## src/rtl/line_ack_decoder_if.sv

```systemverilog
// Acknowledge handshake bundle: serviced line index with valid/ready.
interface line_ack_decoder_if #(
  parameter int unsigned IN_WIDTH = 1
) ();

  logic [IN_WIDTH-1:0] ack_index;
  logic                ack_valid;
  logic                ack_ready;

  modport master (
    output ack_index,
    output ack_valid,
    input  ack_ready
  );

  modport slave (
    input  ack_index,
    input  ack_valid,
    output ack_ready
  );

endinterface

```

## src/rtl/line_ack_decoder.sv

```systemverilog
// line_ack_decoder: holds pending request lines, accepts the serviced index over a
// valid/ready handshake, clears that pending bit and pulses a one-hot acknowledge.
// Optional feature macro: LINE_ACK_SPURIOUS_EN (acks to non-pending lines are counted
// as spurious and suppressed instead of pulsed).
module line_ack_decoder #(
  parameter int unsigned IN_WIDTH = 1,
  parameter int unsigned LINES    = 1 << IN_WIDTH
) (
  input  logic                clk,
  input  logic                reset,
  input  logic [LINES-1:0]    set_lines,
  output logic [LINES-1:0]    pending,
  line_ack_decoder_if.slave   ack,
  output logic [LINES-1:0]    ack_lines,
  output logic                ack_done,
  output logic                ack_error,
  output logic [7:0]          spurious_count
);

  typedef enum logic {
    IDLE = 1'b0,
    ACK  = 1'b1
  } state_t;

  state_t              state;
  logic [IN_WIDTH-1:0] idx;
  logic                accept;
  logic                in_range;
  logic [LINES-1:0]    dec;
  logic                take;
  logic                spurious;
  logic [LINES-1:0]    clear_mask;

  assign idx = ack.ack_index;

  // Ready only in IDLE and never while reset is held.
  assign ack.ack_ready = (state == IDLE) & ~reset;

  // Decode the offered index and classify the accept (valid target, out of range, spurious).
  always_comb begin
    accept   = ack.ack_valid & ack.ack_ready;
    dec      = LINES'(1) << idx;
    in_range = 32'(idx) < LINES;
`ifdef LINE_ACK_SPURIOUS_EN
    take     = accept & in_range & (|(pending & dec));
    spurious = accept & in_range & ~(|(pending & dec));
`else
    take     = accept & in_range;
    spurious = 1'b0;
`endif
    clear_mask = take ? dec : '0;
  end

  // FSM plus registered pending mask, ack pulses and spurious counter.
  always_ff @(posedge clk) begin
    if (reset) begin
      state          <= IDLE;
      pending        <= '0;
      ack_lines      <= '0;
      ack_done       <= 1'b0;
      ack_error      <= 1'b0;
      spurious_count <= 8'd0;
    end else begin
      // Set is applied after clear so a same-cycle request on the acked line survives.
      pending   <= (pending & ~clear_mask) | set_lines;
      ack_lines <= clear_mask;
      ack_done  <= take;
      ack_error <= accept & ~in_range;
      if (spurious && (spurious_count != 8'hFF)) begin
        spurious_count <= spurious_count + 8'd1;
      end
      case (state)
        IDLE:    if (accept) state <= ACK;
        ACK:     state <= IDLE;
        default: state <= IDLE;
      endcase
    end
  end

endmodule

```

## src/flat_wrapper.sv

```systemverilog
// flat-port wrapper written by rule: the top's interface ports become plain ports
module line_ack_decoder_flat 
#(
  parameter int unsigned IN_WIDTH = 1,
  parameter int unsigned LINES    = 1 << IN_WIDTH
)
  (clk, reset, set_lines, pending, ack_lines, ack_done, ack_error, spurious_count, ack_ack_index, ack_ack_valid, ack_ack_ready);
  line_ack_decoder_if #(.IN_WIDTH(IN_WIDTH)) ack_i ();
  input  logic clk;
  input  logic reset;
  input  logic [LINES-1:0] set_lines;
  output logic [LINES-1:0] pending;
  output logic [LINES-1:0] ack_lines;
  output logic ack_done;
  output logic ack_error;
  output logic [7:0] spurious_count;
  input wire logic [$bits(ack_i.ack_index)-1:0] ack_ack_index;
  input wire logic [$bits(ack_i.ack_valid)-1:0] ack_ack_valid;
  output wire logic [$bits(ack_i.ack_ready)-1:0] ack_ack_ready;
  assign ack_i.ack_index = ack_ack_index;
  assign ack_i.ack_valid = ack_ack_valid;
  assign ack_ack_ready = ack_i.ack_ready;
  line_ack_decoder #(.IN_WIDTH(IN_WIDTH), .LINES(LINES)) u_core (.clk(clk), .reset(reset), .set_lines(set_lines), .pending(pending), .ack(ack_i), .ack_lines(ack_lines), .ack_done(ack_done), .ack_error(ack_error), .spurious_count(spurious_count));
endmodule
```

## config.mk

```make
export PLATFORM = sky130hd
export DESIGN_NAME = line_ack_decoder_flat
export DESIGN_NICKNAME = d
export VERILOG_FILES = /design/src/rtl/line_ack_decoder_if.sv /design/src/rtl/line_ack_decoder.sv /design/src/flat_wrapper.sv
export SDC_FILE = /design/constraint.sdc
export NUM_CORES = 1
export LEC_CHECK = 0
export ABC_AREA = 1
export BUFFER_PORTS_ARGS = -buffer_cell sky130_fd_sc_hd__clkbuf_2
export CAP_MARGIN = 40
export CORE_AREA = 3 3 40 42
export DETAILED_ROUTE_END_ITERATION = 16
export DIE_AREA = 0 0 43 45
export PLACE_DENSITY = 0.46
export SYNTH_ARGS = -nofsm -noshare
export SYNTH_HDL_FRONTEND = slang
export SYNTH_SLANG_ARGS = --single-unit
```

## constraint.sdc

```tcl
create_clock -name clk -period 0.8 [get_ports clk]
set_input_delay 0.12 -clock clk [delete_from_list [all_inputs] [get_ports clk]]
set_output_delay 0.12 -clock clk [all_outputs]
set_load 0.03 [all_outputs]
```

# [Word-level counts from Yosys, hierarchy flattened]
# Cells that the tools add are included.
[word_totals] out_inout_bits=15 input_bits=6 ff_bits=6 word_cells=15
[op_classes] shifts=1 n_bitwise=7 n_mux=3
[ops] cell="$and A1 B1 Y1" n=2
[ops] cell="$and A2 B2 Y2" n=1
[ops] cell="$mux W2" n=1
[ops] cell="$not A1 Y1" n=2
[ops] cell="$not A2 Y2" n=1
[ops] cell="$or A2 B2 Y2" n=1
[ops] cell="$pmux W1 S2" n=1
[ops] cell="$shl A1 B1 Y2 const A" n=1
[ops] cell="$mux W1" n=1

# [Depth between registers and ports, before layout]
[logic_depth] ltp_word=7 ltp_mapped=4 depth_no_buf=4

# [Worst setup path before layout]
# Ideal clock, no wire load.
[synth_path] path_type="reg-to-reg" startpoint="reg u_core.state" endpoint="reg u_core.pending[0]" t_required_ns=0.684 n_path_buf=0 arrival_ns=0.879 setup_time_ns=0.116 stages_incl_launch_ff=5 slack_ns=-0.196 period_less_slack_ns=0.996 cell_sequence="dfxtp_1 nor2_2 nand3_1 nand2_1 a21oi_1"
[synth_via] elab_chain_len=7
[synth_rtl] element="start: declaration" line_no="line_ack_decoder.sv:25" rtl="state_t state;"
[synth_rtl] element="start signal: assignment" line_no="line_ack_decoder.sv:57" rtl="state <= IDLE;"
[synth_rtl] element="start signal: assignment" line_no="line_ack_decoder.sv:73" rtl="IDLE: if (accept) state <= ACK;"
[synth_rtl] element="start signal: assignment" line_no="line_ack_decoder.sv:74" rtl="ACK: state <= IDLE;"
[synth_rtl] element="$not A1 Y1" line_no="line_ack_decoder.sv:37" rtl="assign ack.ack_ready = (state == IDLE) & ~reset;"
[synth_rtl] element="$and A1 B1 Y1" line_no="line_ack_decoder.sv:37"
[synth_rtl] element="via ack_ack_ready" line_no="flat_wrapper.sv:19" rtl="output wire logic [$bits(ack_i.ack_ready)-1:0] ack_ack_ready;"
[synth_rtl] element="$and A1 B1 Y1" line_no="line_ack_decoder.sv:41" rtl="accept = ack.ack_valid & ack.ack_ready;"
[synth_rtl] element="$mux W2" line_no="line_ack_decoder.sv:51" rtl="clear_mask = take ? dec : '0;"
[synth_rtl] element="$not A2 Y2" line_no="line_ack_decoder.sv:65" rtl="pending <= (pending & ~clear_mask) | set_lines;"
[synth_rtl] element="$and A2 B2 Y2" line_no="line_ack_decoder.sv:65"
[synth_rtl] element="$or A2 B2 Y2" line_no="line_ack_decoder.sv:65"
[synth_rtl] element="end signal: assignment" line_no="line_ack_decoder.sv:65"
[synth_rtl] element="end: declaration" line_no="line_ack_decoder.sv:12" rtl="output logic [LINES-1:0] pending,"
# The timed path passes the listed nets, and every way through them passes these cells.
# A chain may end at the register's enable or synchronous reset.

# [Worst setup path in the final report]
[layout_path] startpoint="reg u_core.state" endpoint="out ack_ack_ready"
[layout_via] elab_chain_len=2
[layout_rtl] element="$not A1 Y1" line_no="line_ack_decoder.sv:37"
[layout_rtl] element="$and A1 B1 Y1" line_no="line_ack_decoder.sv:37"
[layout_rtl] element="end: declaration" line_no="flat_wrapper.sv:19"
# Every way passes these cells.

==> flow_summary.ini <==
[grt]
antenna_found_initial = 0
grt_pass1_wl_um = 648
overflow = 0
grtUsageTotal_pct = 5.237
grt_max_degree = 4
grt_pass1_vias = 186

[die]
row_count = 13
io-pin-count = 21
core_um2 = 1285
fp.dieH_um = 45
die_area_um2 = 1935
die_w_um = 43
initial_core_util_pct = 19.86

[synthesis]
syn_inst = 31
netlist_area_um2 = 255.2
synth-seq-cells = 6
synth.distinct_cells = 8
yosys_warnings = 0
yosysSeqAreaShare_pct = 47.06
avgSynthCellArea_um2 = 8.234

[critical_path]
crit_buf_inv = 1
rr_endpoint = u_core.pending[1]$_SDFF_PP0_
critPathCapture = ack_ack_ready
slowest_stage = dfxtp_2
crit_path_start_kind = register
worstPathMaxFanout = 2
critPathLaunch = u_core.state$_SDFF_PP0_
worstRegToRegCells = 5
crit_cells = 2
crit_chain = nor2_4 -> buf_8
required_ns = 0.68
crit_type = register to primary output
r2r-start = u_core.state$_SDFF_PP0_
slowest_delay_ns = 0.32
arrival_ns = 0.78
crit_path_end_kind = primary output
crit_family = flip-flops
r2r_slack_ns = -0.06

[drt]
routed_via_density = 3.350
drt-total-wl_um = 451
via_count = 201
firstDrtPassIters = 4
final_antenna_net_count = 0
initialDrtViolationCount = 3
drc = 0
wl_per_cell_um = 7.517

[final_layout]
final_util_pct = 31.06
mostFrequentLayoutCells = 9 x conb_1, 7 x inv_1, 6 x buf_8, 6 x dfxtp_2, 5 x clkbuf_2
fin_nets = 53
diodes = 0
drive_gt1_share_pct = 51.11
final_common_cell = conb_1
area_delta_synth_final_pct = 56.37

[cts]
h-tree-depth = 1
clockRootBuffer = clkbuf_4
ctsLongestPathBuffers = 2
path_clk_slew_ns = 0.04
cts.sinks = 6
numCtsBuffers = 3
insertion_delay_ns = 0.24
cts_tree = done

[flow_run]
drv_cap = 0

[sta]
fmax_ghz = 1.111
fin_hold_ws_ns = 0.1028
tns_ns = -0.2172
post-route-min-period_ns = 0.9000
fin_skew_ns = 0.0002389
setup_ws_ns = -0.1000
maxSlewViolCount = 0
finalSetupViolations = 5
rsz0062_at_grt = yes
finalHoldViolCount = 0
fin_crit_sh_pct = 112.5

[power]
pwr-share-seq_pct = 42.3
p_leak_uw = 0.0002310
p_per_area_nw_per_um2 = 1978
fin_total_pwr_uw = 789.4
pwr-share-comb_pct = 24.1
p_int_uw = 558.1
p_sw_uw = 231.3
ir_worst_vdd_uv = 335.3
p_sw_share_pct = 29.30
power_frac_clock_pct = 33.6

[placed_design]
pre_cts_slack_ns = 0.04483
port_buffers = 11
gp_congestion = 0.6935
hpwl_um = 343.2

[worst_hold_path]
hold_path_class = input pin to register

[status]
outcome = finished with violations
violations = setup timing
[worst reg2reg max path: cells and delay by family, from the launching register on]
kind | cells | cell delay [ns]
simple gates | 3 | 0.25
compound gates | 1 | 0.05
flops | 1 | 0.32
buf+inv | 1 | 0.13
[layer usage]
layer	global-route usage (%)	wire, µm	vias to the layer above	share of wire [%]
li1	-	-	100	-
met3	2.789	64	2	14
met5	0	0	-	0
met1	3.597	155	85	34
met4	9.036	6	0	1.3
met2	7.784	224	14	50
[cell usage after synthesis, drive strengths merged]
| cell type | n | area [µm²] |
|---|---|---|
| a21oi | 2 | 10.01 |
| nand3 | 2 | 10.01 |
| nor2 | 1 | 6.260 |
| dfxtp | 6 | 120.1 |
| inv | 7 | 26.28 |
| conb | 1 | 3.750 |
| nand2 | 3 | 11.26 |
| buf | 9 | 67.56 |
[worst min path at each step]
| stage | startpoint | endpoint | slack, ns | depth (start not counted) |
|---|---|---|---|---|
| finish | set_lines[0] | u_core.pending[0]$_SDFF_PP0_ | 0.10 | 3 |
| global route | reset | u_core.pending[0]$_SDFF_PP0_ | 0.11 | 2 |
| CTS | set_lines[0] | u_core.pending[0]$_SDFF_PP0_ | 0.1 | 3 |
| detailed placement | set_lines[0] | u_core.pending[0]$_SDFF_PP0_ | 0.36 | 3 |
| global placement | set_lines[0] | u_core.pending[0]$_SDFF_PP0_ | 0.35 | 3 |
| floorplan | reset | u_core.pending[0]$_SDFF_PP0_ | 0.19 | 1 |
[registers in the layout, indices dropped and copies added (netlist names)]
signal            count
u_core.state          1
u_core.pending        2
u_core.ack_done       1
u_core.ack_lines      2
[final cells by class]
class                           count  area [µm²]
Clock buffer                        3       22.52
Multi-Input combinational cell     17       81.33
Inverter                            7       26.28
Sequential cell                     6       127.6
Tap cell                           15       18.77
Fill cell                         133       885.9
Timing Repair Buffer               12       122.6
[through the flow]
stage / cells / instance area [µm²]
global route: 60 / 399.1
detailed placement: 56 / 296.5
floorplan: 39 / 290.3
global placement: 56 / 296.5
CTS: 60 / 391.6
finish: 60 / 399.1
[timing repair]
item / in CTS / in global routing
hold buffers: 0 / 0
endpoints found under the hold margin: 0 / 0
setup endpoints to repair: 6 / 8
setup buffers: 1 / 0
pin swaps: 1 / 1
gates resized for setup: 19 / 6
[logic make-up after synthesis]
group	synth area share, %
AO/OA/AOI/OAI	3.922
buffers and inverters	36.76
flip-flops	47.06
other	1.469
AND/OR/NAND/NOR	10.79
[power by group through the flow]
stage | Clock [µW] | Sequential, µW | Combinational, µW
after CTS | 286 | 330 | 181
after global placement | 0 | 330 | 148
after global routing | 306 | 336 | 200
after floorplan | 0 | 358 | 117
final | 265 | 334 | 190
after detailed placement | 0 | 330 | 148
(Power assumes the default switching activity.)
